<file path="src/rtl/mem_arb_pkg.sv">
// Shared types and helpers for the single-port memory arbiter.
package mem_arb_pkg;

    // Which requester a read belongs to.
    typedef enum logic {
        OWN_IF = 1'b0,
        OWN_D  = 1'b1
    } owner_e;

    // Read-tracking state.
    typedef enum logic {
        S_IDLE    = 1'b0,
        S_RD_WAIT = 1'b1
    } state_e;

    // Width of a down-counter that must hold the value rd_lat.
    function automatic int lat_w(input int rd_lat);
        return $clog2(rd_lat + 1);
    endfunction

endpackage

</file>
<file path="src/rtl/mem_arb_rd_tracker.sv">
// Read tracker: holds the state, latency down-counter and owner tag of
// the single read in flight, raises rvalid to the owner when the read
// data is due, and tells the arbiter when a new grant may be issued.
module mem_arb_rd_tracker
    import mem_arb_pkg::*;
#(
    parameter int RD_LAT = 1
) (
    input  logic   clk,
    input  logic   rst,
    input  logic   rd_start,
    input  owner_e rd_owner,
    output logic   arb_en,
    output logic   busy,
    output logic   if_rvalid,
    output logic   d_rvalid
);

    localparam int               CNT_W   = lat_w(RD_LAT);
    localparam logic [CNT_W-1:0] LAT_CNT = CNT_W'(RD_LAT);
    localparam logic [CNT_W-1:0] ONE     = CNT_W'(1);

    state_e           state_q, state_d;
    logic [CNT_W-1:0] cnt_q, cnt_d;
    owner_e           own_q, own_d;
    logic             rd_done;

    // State, counter and owner registers; any reset drops the read in flight.
    // NOTE: sequential state uses non-blocking (<=) so every register samples
    // pre-edge values regardless of process ordering.
    always_ff @(posedge clk or negedge rst) begin
        if (!rst) begin
            state_q <= S_IDLE;
            cnt_q   <= '0;
            own_q   <= OWN_IF;
        end else begin
            state_q <= state_d;
            cnt_q   <= cnt_d;
            own_q   <= own_d;
        end
    end

    // Next-state logic: load on read grant, count down, deliver at cnt==1.
    // NOTE: every signal assigned here gets a default first so no path can
    // leave it unassigned and infer a latch.
    always_comb begin
        state_d = state_q;
        cnt_d   = cnt_q;
        own_d   = own_q;
        rd_done = 1'b0;
        unique case (state_q)
            S_IDLE: begin
                if (rd_start) begin
                    state_d = S_RD_WAIT;
                    cnt_d   = LAT_CNT;
                    own_d   = rd_owner;
                end
            end
            S_RD_WAIT: begin
                if (cnt_q == ONE) begin
                    rd_done = 1'b1;
                    if (rd_start) begin
                        cnt_d = LAT_CNT;
                        own_d = rd_owner;
                    end else begin
                        state_d = S_IDLE;
                        cnt_d   = '0;
                    end
                end else begin
                    cnt_d = cnt_q - ONE;
                end
            end
            default: state_d = S_IDLE;
        endcase
    end

    // Arbitration window: idle, or the last wait cycle; closed while in reset.
    assign arb_en    = rst && ((state_q == S_IDLE) || (cnt_q == ONE));
    assign busy      = (state_q == S_RD_WAIT);
    assign if_rvalid = rd_done && (own_q == OWN_IF);
    assign d_rvalid  = rd_done && (own_q == OWN_D);

endmodule

</file>
<file path="src/rtl/mem_arbiter.sv">
// Shares one single-port bram between instruction fetch (IF) and data
// moves (D). One read in flight; reads return after RD_LAT cycles, tagged
// to the requester. Writes complete in their grant cycle.
// Optional feature: define MEM_ARB_RR_EN for round-robin arbitration on
// contention; otherwise D has fixed priority over IF.
module mem_arbiter
    import mem_arb_pkg::*;
#(
    parameter int ADDR_W = 32,
    parameter int DATA_W = 32,
    parameter int RD_LAT = 1
) (
    input  logic              clk,
    input  logic              rst,
    input  logic              if_req,
    input  logic [ADDR_W-1:0] if_addr,
    output logic              if_gnt,
    output logic              if_rvalid,
    output logic [DATA_W-1:0] if_rdata,
    input  logic              d_req,
    input  logic              d_we,
    input  logic [ADDR_W-1:0] d_addr,
    input  logic [DATA_W-1:0] d_wdata,
    output logic              d_gnt,
    output logic              d_rvalid,
    output logic [DATA_W-1:0] d_rdata,
    output logic [ADDR_W-1:0] mem_addr,
    output logic              mem_write,
    output logic [DATA_W-1:0] mem_wdata,
    input  logic [DATA_W-1:0] mem_rdata,
    output logic              busy
);

    if (RD_LAT < 1 || RD_LAT > 4) begin : g_bad_rd_lat
        $error("mem_arbiter: RD_LAT must be in 1..4");
    end

    logic   arb_en;
    logic   d_wins;
    logic   rd_start;
    owner_e rd_owner;

`ifdef MEM_ARB_RR_EN
    owner_e last_gnt_q;

    // Remember the most recent winner so a contest goes to the other side.
    always_ff @(posedge clk or negedge rst) begin
        if (!rst) begin
            last_gnt_q <= OWN_IF;
        end else if (d_gnt) begin
            last_gnt_q <= OWN_D;
        end else if (if_gnt) begin
            last_gnt_q <= OWN_IF;
        end
    end

    assign d_wins = d_req && (!if_req || (last_gnt_q == OWN_IF));
`else
    assign d_wins = d_req;
`endif

    // Combinational grant and memory-port mux; idle port drives zeros.
    always_comb begin
        d_gnt     = arb_en && d_wins;
        if_gnt    = arb_en && if_req && !d_wins;
        mem_addr  = '0;
        mem_write = 1'b0;
        mem_wdata = '0;
        if (d_gnt) begin
            mem_addr  = d_addr;
            mem_write = d_we;
            mem_wdata = d_wdata;
        end else if (if_gnt) begin
            mem_addr  = if_addr;
        end
    end

    assign rd_start = if_gnt || (d_gnt && !d_we);
    assign rd_owner = d_gnt ? OWN_D : OWN_IF;

    mem_arb_rd_tracker #(
        .RD_LAT (RD_LAT)
    ) u_rd_tracker (
        .clk       (clk),
        .rst       (rst),
        .rd_start  (rd_start),
        .rd_owner  (rd_owner),
        .arb_en    (arb_en),
        .busy      (busy),
        .if_rvalid (if_rvalid),
        .d_rvalid  (d_rvalid)
    );

    assign if_rdata = if_rvalid ? mem_rdata : '0;
    assign d_rdata  = d_rvalid  ? mem_rdata : '0;

endmodule

</file>
<file path="config.mk">
export PLATFORM = sky130hd
export DESIGN_NAME = mem_arbiter
export DESIGN_NICKNAME = d
export VERILOG_FILES = /design/src/rtl/mem_arb_pkg.sv /design/src/rtl/mem_arb_rd_tracker.sv /design/src/rtl/mem_arbiter.sv
export SDC_FILE = /design/constraint.sdc
export NUM_CORES = 1
export LEC_CHECK = 0
export CAP_MARGIN = 30
export CORE_AREA = 3 3 102 104
export CTS_CLUSTER_SIZE = 20
export DETAILED_ROUTE_END_ITERATION = 8
export DIE_AREA = 0 0 105 107
export PLACE_DENSITY = 0.58
export SLEW_MARGIN = 20
export SYNTH_ARGS = -nofsm -noshare
export SYNTH_HDL_FRONTEND = slang
export SYNTH_SLANG_ARGS = --single-unit
</file>
<file path="constraint.sdc">
create_clock -name clk -period 1.92 [get_ports clk]
set_clock_uncertainty 0.05 [all_clocks]
set_input_delay 0.48 -clock clk [delete_from_list [all_inputs] [get_ports clk]]
set_output_delay 0.48 -clock clk [all_outputs]
set_load 0.005 [all_outputs]
</file>
==> results by stage, run 1 <==
Synthesis:
- The synthesized design contains 3 register bits.
- Counting flops with an async set or reset pin after synthesis yields a share of 100%.
- The cell count after synthesis is 160.
- In the synthesized netlist the dominant register cell turns out to be sky130_fd_sc_hd__dfrtp_1.
- The synthesized netlist contains 16 unique library cells.
- The summed instance area of the synthesized netlist is 0.00114 mm².
- Yosys printed 0 warnings.
- When the netlist entered floorplanning its net count stood at 293.
- The sequential area share after synthesis is 6.57%.
- In this run the mean area of a mapped cell was 7.14 µm².
- Yosys mapped a number of flops with a built-in enable equal to 0.

Placement:
- The placed instances occupy a cell area of 0.00409 mm².
- At the end of routability-driven placement, the weighted congestion stood at 0.789.
- Once detailed placement completed, the half-perimeter wirelength came to 7100 µm.
- The count of port buffers added during placement is 266.
- The pre-CTS setup slack is -0.762 ns.

Routing:
- In the routed layout, each cell is associated on average with a via count of 4.08.
- The first-pass iteration count of the detailed router is 4.
- After the first detailed-routing iteration, the DRC count stood at 58.
- After detailed routing, the number of remaining DRC violations is 0.
- The overall routed net length is 10400 µm.
- In the final routed layout, each cell accounts on average for 16.9 µm.
- The routed layout has 2516 vias.
- In this run the remaining antenna-violating nets after routing total 0.

Clock tree:
- The clock-pin slew reported for the worst setup and hold paths after clock tree synthesis is 0.03 ns.
- The master cell of the clock root buffer is sky130_fd_sc_hd__clkbuf_8.
- TritonCTS built the clock tree.
- The maximum buffer depth of the clock tree is 2.
- The clock latency reported for the late side of the worst-skew pair is 0.22 ns.
- The hold buffer count at cts is 0.
- The number of buffers inserted during clock tree synthesis is 3.
- In this run the number of H-tree levels came out at 1.
- The number of sinks on the clock net is 3.

Timing:
- Derived from the worst setup path, the maximum achievable clock frequency is 455 MHz.
- Dividing the final minimum period by the clock period gives 114%.
- Setup violations remaining at the end of the flow were counted as 126.
- The number of hold violations in the final report was 0.
- At the pin with the least slew margin, the transition time is 0.170 ns.
- The number of slew-limit violations in the final report was 0.
- Setup repair after global routing could not meet its margin everywhere.
- The final critical-path setup slack is -0.276 ns.
- The headroom to the max-slew limit is 88.6%.
- The minimum hold slack is 0.221 ns.
- The smallest clock period supported by the final layout is computed as 2.20 ns.

Run status:
- The checks that failed: setup timing.
- The run finished, with violations left.

Critical path:
- The largest single stage delay on the critical path is 0.37 ns.
- The startpoint of the most critical register-to-register path is u_rd_tracker.busy.
- The slowest stage of the critical path is the sky130_fd_sc_hd__dfrtp_1 cell.
- Traced cell by cell, the critical path runs through nand2b_4, buf_6, nand4b_1, inv_4, buf_8, buf_16, a22o_1, buf_2.
- STA classifies the critical path endpoint as an output port.
- The critical path's top delay family is buffers and inverters.
- The cell count of the worst reg-to-reg path is 12.
- For the worst setup path, the data arrival time is 1.67 ns.
- Data on the critical path is required at its endpoint by 1.39 ns.
- The startpoint class of the critical path is a flip-flop.
- The internal reg-to-reg setup slack is 0.12 ns.
- Along the worst path, the maximum fanout reaches 6.
- The critical setup path kind is reg -> out.
- The worst reg2reg path endpoint is u_rd_tracker.busy.
- The number of buffers and inverters on the critical path is 5.

GRT:
- The total global routing overflow is 0.
- Global routing used 17.0% of the available tracks.
- The number of global-route vias before repair is 2726.
- The first global-routing pass estimated 15100 µm of wire.
- The number of antenna violations at the first check in global routing is 1.
- Entering global routing, the biggest net connects 11 pins.

Power and ir drop:
- IR analysis of the VDD net gives a maximum drop of 207 µV.
- The leakage component of the power is 2.35 nW.
- Dividing total power by cell area gives a power density of 491 mW/mm².

Floorplan:
- Row generation in the floorplan step produced 36 rows.
- The overall die height is 107 µm.
- Measured along the x axis, the die boundary spans 105 µm.
- The floorplan step defined a die boundary enclosing 0.0112 mm².
- The initial cell density of the core is 11.9%.
- The number of top-level pins is 267.
- The area of the core region is 0.00964 mm².

Layout:
- The share of post-route cells with drive strength above 1 is 54.8%.
- The library cell used most frequently in the layout, excluding fill and tap cells, is sky130_fd_sc_hd__clkdlybuf4s50_1.
- For this run, the post-layout net count is 618.
- Cells fill 50.2% of the core in the end.
- The number of antenna diodes in the final layout is 0.
- The top cell types in the final layout, fill and taps aside, are sky130_fd_sc_hd__clkdlybuf4s50_1 (129), sky130_fd_sc_hd__buf_6 (91), sky130_fd_sc_hd__buf_2 (64).
- The area of all placed cells without fillers is 0.00483 mm².
- From synthesis to final layout, the design area changed by 323%.

Worst hold path:
- The type of the worst min-delay path is in -> async.

Flow run:
- The max-capacitance violation count is 0.
==> kinds of logic after synthesis <==
group	after synthesis	synth area share, %
compound gates	33	25.0
simple gates	105	59.0
xor+xnor	1	0.767
buf+inv	18	8.65
flops	3	6.57
==> routing by layer <==
layer | GRT usage, % | routed length (µm) | vias up
li1 | - | - | 1192
met2 | 36.6 | 6020 | 157
met1 | 15.8 | 3480 | 1155
met5 | 0 | 13 | -
met3 | 4.27 | 811 | 10
met4 | 3.09 | 112 | 2
==> flip-flops by register name (all words and copies together) (netlist names) <==
register	flops
u_rd_tracker.busy	1
u_rd_tracker.cnt_q	1
u_rd_tracker.own_q	1
==> stage by stage <==
stage | instances | setup TNS (ns) | total power, W
6_report | 617 | -16.89 | 0.00237
5_1_grt | 617 | -22.44 | 0.00252
4_1_cts | 620 | -18.97 | 0.00233
3_5_place_dp | 559 | -58.89 | 0.00154
3_3_place_gp | 559 | -56.16 | 0.00153
2_1_floorplan | 160 | 0 | 0.000524
==> power breakdown <==
| part | internal, W | switching, W |
|---|---|---|
| combinational | 0.00142 | 0.000664 |
| sequential | 0.0000862 | 0.0000178 |
| clock | 0.000142 | 0.0000425 |
| total | 0.00165 | 0.000724 |
==> cell type report <==
class / instances / area (µm²)
clock buffer: 4 / 45.0
inverter: 2 / 10.0
tap: 133 / 166
sequential: 3 / 75.1
multi-input combinational: 139 / 1120
fill: 961 / 4800
timing repair buffer: 336 / 3420
==> cells in the mapped netlist, types with 2 or more instances <==
cell type                  instances  area share (%)
sky130_fd_sc_hd__buf_2             7             3.1
sky130_fd_sc_hd__clkbuf_1          6             2.0
sky130_fd_sc_hd__nand4b_1          2             1.5
sky130_fd_sc_hd__dfrtp_1           3             6.6
sky130_fd_sc_hd__a22o_1           32              25
sky130_fd_sc_hd__and3_1            2             1.1
sky130_fd_sc_hd__buf_6             3             3.0
sky130_fd_sc_hd__and2_1           97              53
==> how the worst max path moves through the flow <==
stage	startpoint	to	slack, ns	cells past startpoint
finish	u_rd_tracker.cnt_q	mem_addr[25]	-0.28	8
global route	u_rd_tracker.cnt_q	mem_addr[29]	-0.32	7
CTS	u_rd_tracker.cnt_q	mem_addr[30]	-0.29	7
detailed placement	d_req	mem_addr[24]	-0.76	6
global placement	d_req	mem_addr[18]	-0.71	6
floorplan	u_rd_tracker.cnt_q	mem_addr[15]	0.20	5
==> timing repair <==
item                                    4_1_cts  5_1_grt
endpoints found under the setup margin      133      134
pin swaps                                    75       16
setup buffers                                47        7
cloned                                       17        0
gates resized for setup                     653       47
endpoints found under the hold margin         0        0
Power figures use the tool's default switching activity.
==> run 2: changes to the inputs <==
- TNS_END_PERCENT: unset -> 10
==> results by stage, run 2 (same netlist as run 1, synthesis figures left out) <==
Run status:
- Outcome: complete, but fails checks (unchanged).
- Violated checks: setup timing (unchanged).

Power and ir drop:
- The total power divided by cell area is 471 mW/mm² (was 491 mW/mm²).
- The leakage component of the power is 2.14 nW (was 2.35 nW).
- The peak ir drop on the vdd network is 199 µV (was 207 µV).

GRT:
- The overall track demand over capacity in global routing came to 15.6% (was 17.0%).
- The number of antenna violations at the first check in global routing is 1 (unchanged).
- The global-route wire length before repair came to 13900 µm (was 15100 µm).
- The number of global-route vias before repair was 2600 (was 2726).
- The total global routing overflow is 0 (unchanged).
- The pin count of the biggest net entering global routing is 12 (was 11).

Routing:
- The first-iteration detailed-routing DRC count was 66 (was 58).
- The first-pass iteration count of the detailed router is 3 (was 4).
- The total vias in the final route was 2421 (was 2516).
- The overall routed net length is 9800 µm (was 10400 µm).
- The routed via count divided by cell count is 4.04 (was 4.08).
- The detailed-route DRC error count is 0 (unchanged).
- The average wire length per cell after detail routing came to 16.3 µm (was 16.9 µm).
- The remaining antenna violation count is 0 (unchanged).

Worst hold path:
- The type of the worst min-delay path is in -> async (unchanged).

Critical path:
- The internal reg-to-reg setup slack is 0.52 ns (was 0.12 ns).
- The capturing instance or port of the critical path is mem_addr[30] (was mem_addr[25]).
- The cell with the largest stage delay on the worst path is sky130_fd_sc_hd__dfrtp_1 (unchanged).
- The critical path's top delay family was buffers and inverters (unchanged).
- The number of buffers and inverters on the critical path is 4 (was 5).
- The most prevalent standard cell on the critical path is sky130_fd_sc_hd__buf_6.
- The required time of the critical path is 1.39 ns (about the same).
- The largest stage delay on the critical path is 0.37 ns (about the same).
- The maximum net fanout on the critical path came to 8 (was 6).
- The cell count of the worst reg-to-reg path is 7 (was 12).
- Cells along the critical path: nand2b_4, and3_4, buf_6, buf_6, buf_16, a22o_1, buf_2 (was nand2b_4, buf_6, nand4b_1, inv_4, buf_8, buf_16, a22o_1, buf_2).
- The startpoint class of the critical path was a flip-flop (unchanged).
- The startpoint of the most critical register-to-register path was u_rd_tracker.cnt_q (was u_rd_tracker.busy).
- The critical setup path kind was reg -> out (unchanged).
- The critical path endpoint category was an output port (unchanged).
- The worst reg2reg path endpoint is u_rd_tracker.cnt_q (was u_rd_tracker.busy).
- The path length in cells of the critical path came to 7 (was 8).
- The worst endpoint data arrival time was 1.66 ns (was 1.67 ns).
- The launch point of the critical path is u_rd_tracker.cnt_q (unchanged).

Clock tree:
- The clock latency reported for the late side of the worst-skew pair was 0.22 ns (about the same).
- The number of buffers inserted during clock tree synthesis was 3 (unchanged).
- The master cell of the clock root buffer was sky130_fd_sc_hd__clkbuf_8 (unchanged).
- The clock tree from TritonCTS is yes (unchanged).
- The number of sinks on the clock net was 3 (unchanged).
- The number of levels the H-tree was split into is 1 (unchanged).
- The maximum buffer depth of the clock tree is 2 (unchanged).
- The clock-pin slew reported for the worst setup and hold paths after clock tree synthesis is 0.03 ns (about the same).

Layout:
- The area of combinational cells with multiple inputs is 0.00103 mm² (was 0.00112 mm²).
- The area added between synthesis and finish came to 281% (was 323%).
- The register cell area after layout is 75.1 µm² (unchanged).
- The diode insertion count for antenna repair is 0 (unchanged).
- The number of inserted filler cells in the final layout is 1010 (was 961).
- The share of post-route cells with drive strength above 1 was 46.3% (was 54.8%).
- The most frequent standard cell in the layout excluding fill and tap cells is sky130_fd_sc_hd__clkdlybuf4s50_1 (unchanged).
- The number of nets in the final layout is 601 (was 618).
- Commonest non-fill, non-tap cells in the layout: sky130_fd_sc_hd__clkdlybuf4s50_1 (129), sky130_fd_sc_hd__and2_1 (76), sky130_fd_sc_hd__clkbuf_2 (57) (was sky130_fd_sc_hd__clkdlybuf4s50_1 (129), sky130_fd_sc_hd__buf_6 (91), sky130_fd_sc_hd__buf_2 (64)).

Floorplan:
- The number of top-level pins is 267 (unchanged).
- The width of the die is 105 µm (unchanged).
- The initial cell density of the core is 11.9% (unchanged).
- The overall die height is 107 µm (unchanged).
- The area of the core region is 0.00964 mm² (unchanged).
- The overall die area came to 0.0112 mm² (unchanged).
- The row count is 36 (unchanged).

Timing:
- The final critical-path setup slack was -0.270 ns (was -0.276 ns).
- The post-route fraction of the period consumed by the critical path is 114% (about the same).
- The clock period minus final worst setup slack was 2.19 ns (was 2.20 ns).
- The number of slew-limit violations in the final report came to 0 (unchanged).
- The slew at the pin with the worst max-slew slack was 0.178 ns (was 0.170 ns).
- The number of setup violations in the final report is 131 (was 126).
- Unrepaired setup endpoints after global routing: true (unchanged).
- The timing-limited maximum frequency is 457 MHz (was 455 MHz).
- The summed negative setup slack over all endpoints came to -16.22 ns (was -16.89 ns).
- The number of hold violations in the final report is 0 (unchanged).
- The headroom to the max-slew limit is 88.0% (was 88.6%).

Placement:
- The count of port buffers added during placement is 266 (unchanged).
- The HPWL after detailed placement is 7100 µm (unchanged).
- The global placer's final weighted congestion is 0.789 (unchanged).
- The pre-CTS setup slack came to -0.762 ns (unchanged).

Flow run:
- The max-capacitance violation count is 0 (unchanged).
[run 2: changes by cell type in the layout (fill, tap and decap cells not counted), sizes merged]
cell / delta
bufbuf: +1
clkdlybuf4s15: -2
buf: -67
clkbuf: +51
[run 2: final cells by class]
type                       count  share of cell area [%]
timing repair buffer         319                    69.5
multi-input combinational    139                    23.7
clock buffer                   4                    1.04
inverter                       2                   0.230
tap                          133                    3.83
sequential                     3                    1.73
[run 2: report_power, final]
part / internal [W] / switching (W) / total [W]
Combinational: 0.00117 / 0.000585 / 0.00176
Sequential: 0.0000861 / 0.0000177 / 0.000104
Clock: 0.000142 / 0.0000435 / 0.000185
Total: 0.00140 / 0.000646 / 0.00205
[run 2: repair_timing]
item,CTS,global route
setup buffers,27,1
endpoints found under the setup margin,133,133
hold buffers,0,0
pin swaps,32,20
cloned,15,0
gates resized for setup,466,92
[run 2: metal layers]
layer	GRT usage (%)	wire (µm)	part of all wire [%]
met1	14.5	3390	35
met3	3.73	759	7.7
met4	4.40	157	1.6
met5	0	13	0.13
met2	33.1	5480	56
[run 2: worst min-delay path by stage]
stage                    endpoint  cells after the start
6_report        u_rd_tracker.busy                      2
5_1_grt         u_rd_tracker.busy                      2
4_1_cts        u_rd_tracker.own_q                      2
3_5_place_dp    u_rd_tracker.busy                      2
3_3_place_gp    u_rd_tracker.busy                      2
2_1_floorplan   u_rd_tracker.busy                      0
[run 2: metrics by stage]
step | instances | area, µm² | utilization, % | total power [W] | hold WS [ns]
floorplan | 160 | 1140 | - | 0.000524 | 0.134
global placement | 559 | 4090 | 42.4 | 0.00153 | 0.495
detailed placement | 559 | 4090 | 42.4 | 0.00154 | 0.506
CTS | 599 | 4480 | 46.4 | 0.00204 | 0.220
global route | 600 | 4350 | 45.1 | 0.00219 | 0.226
finish | 600 | 4350 | 45.1 | 0.00205 | 0.225
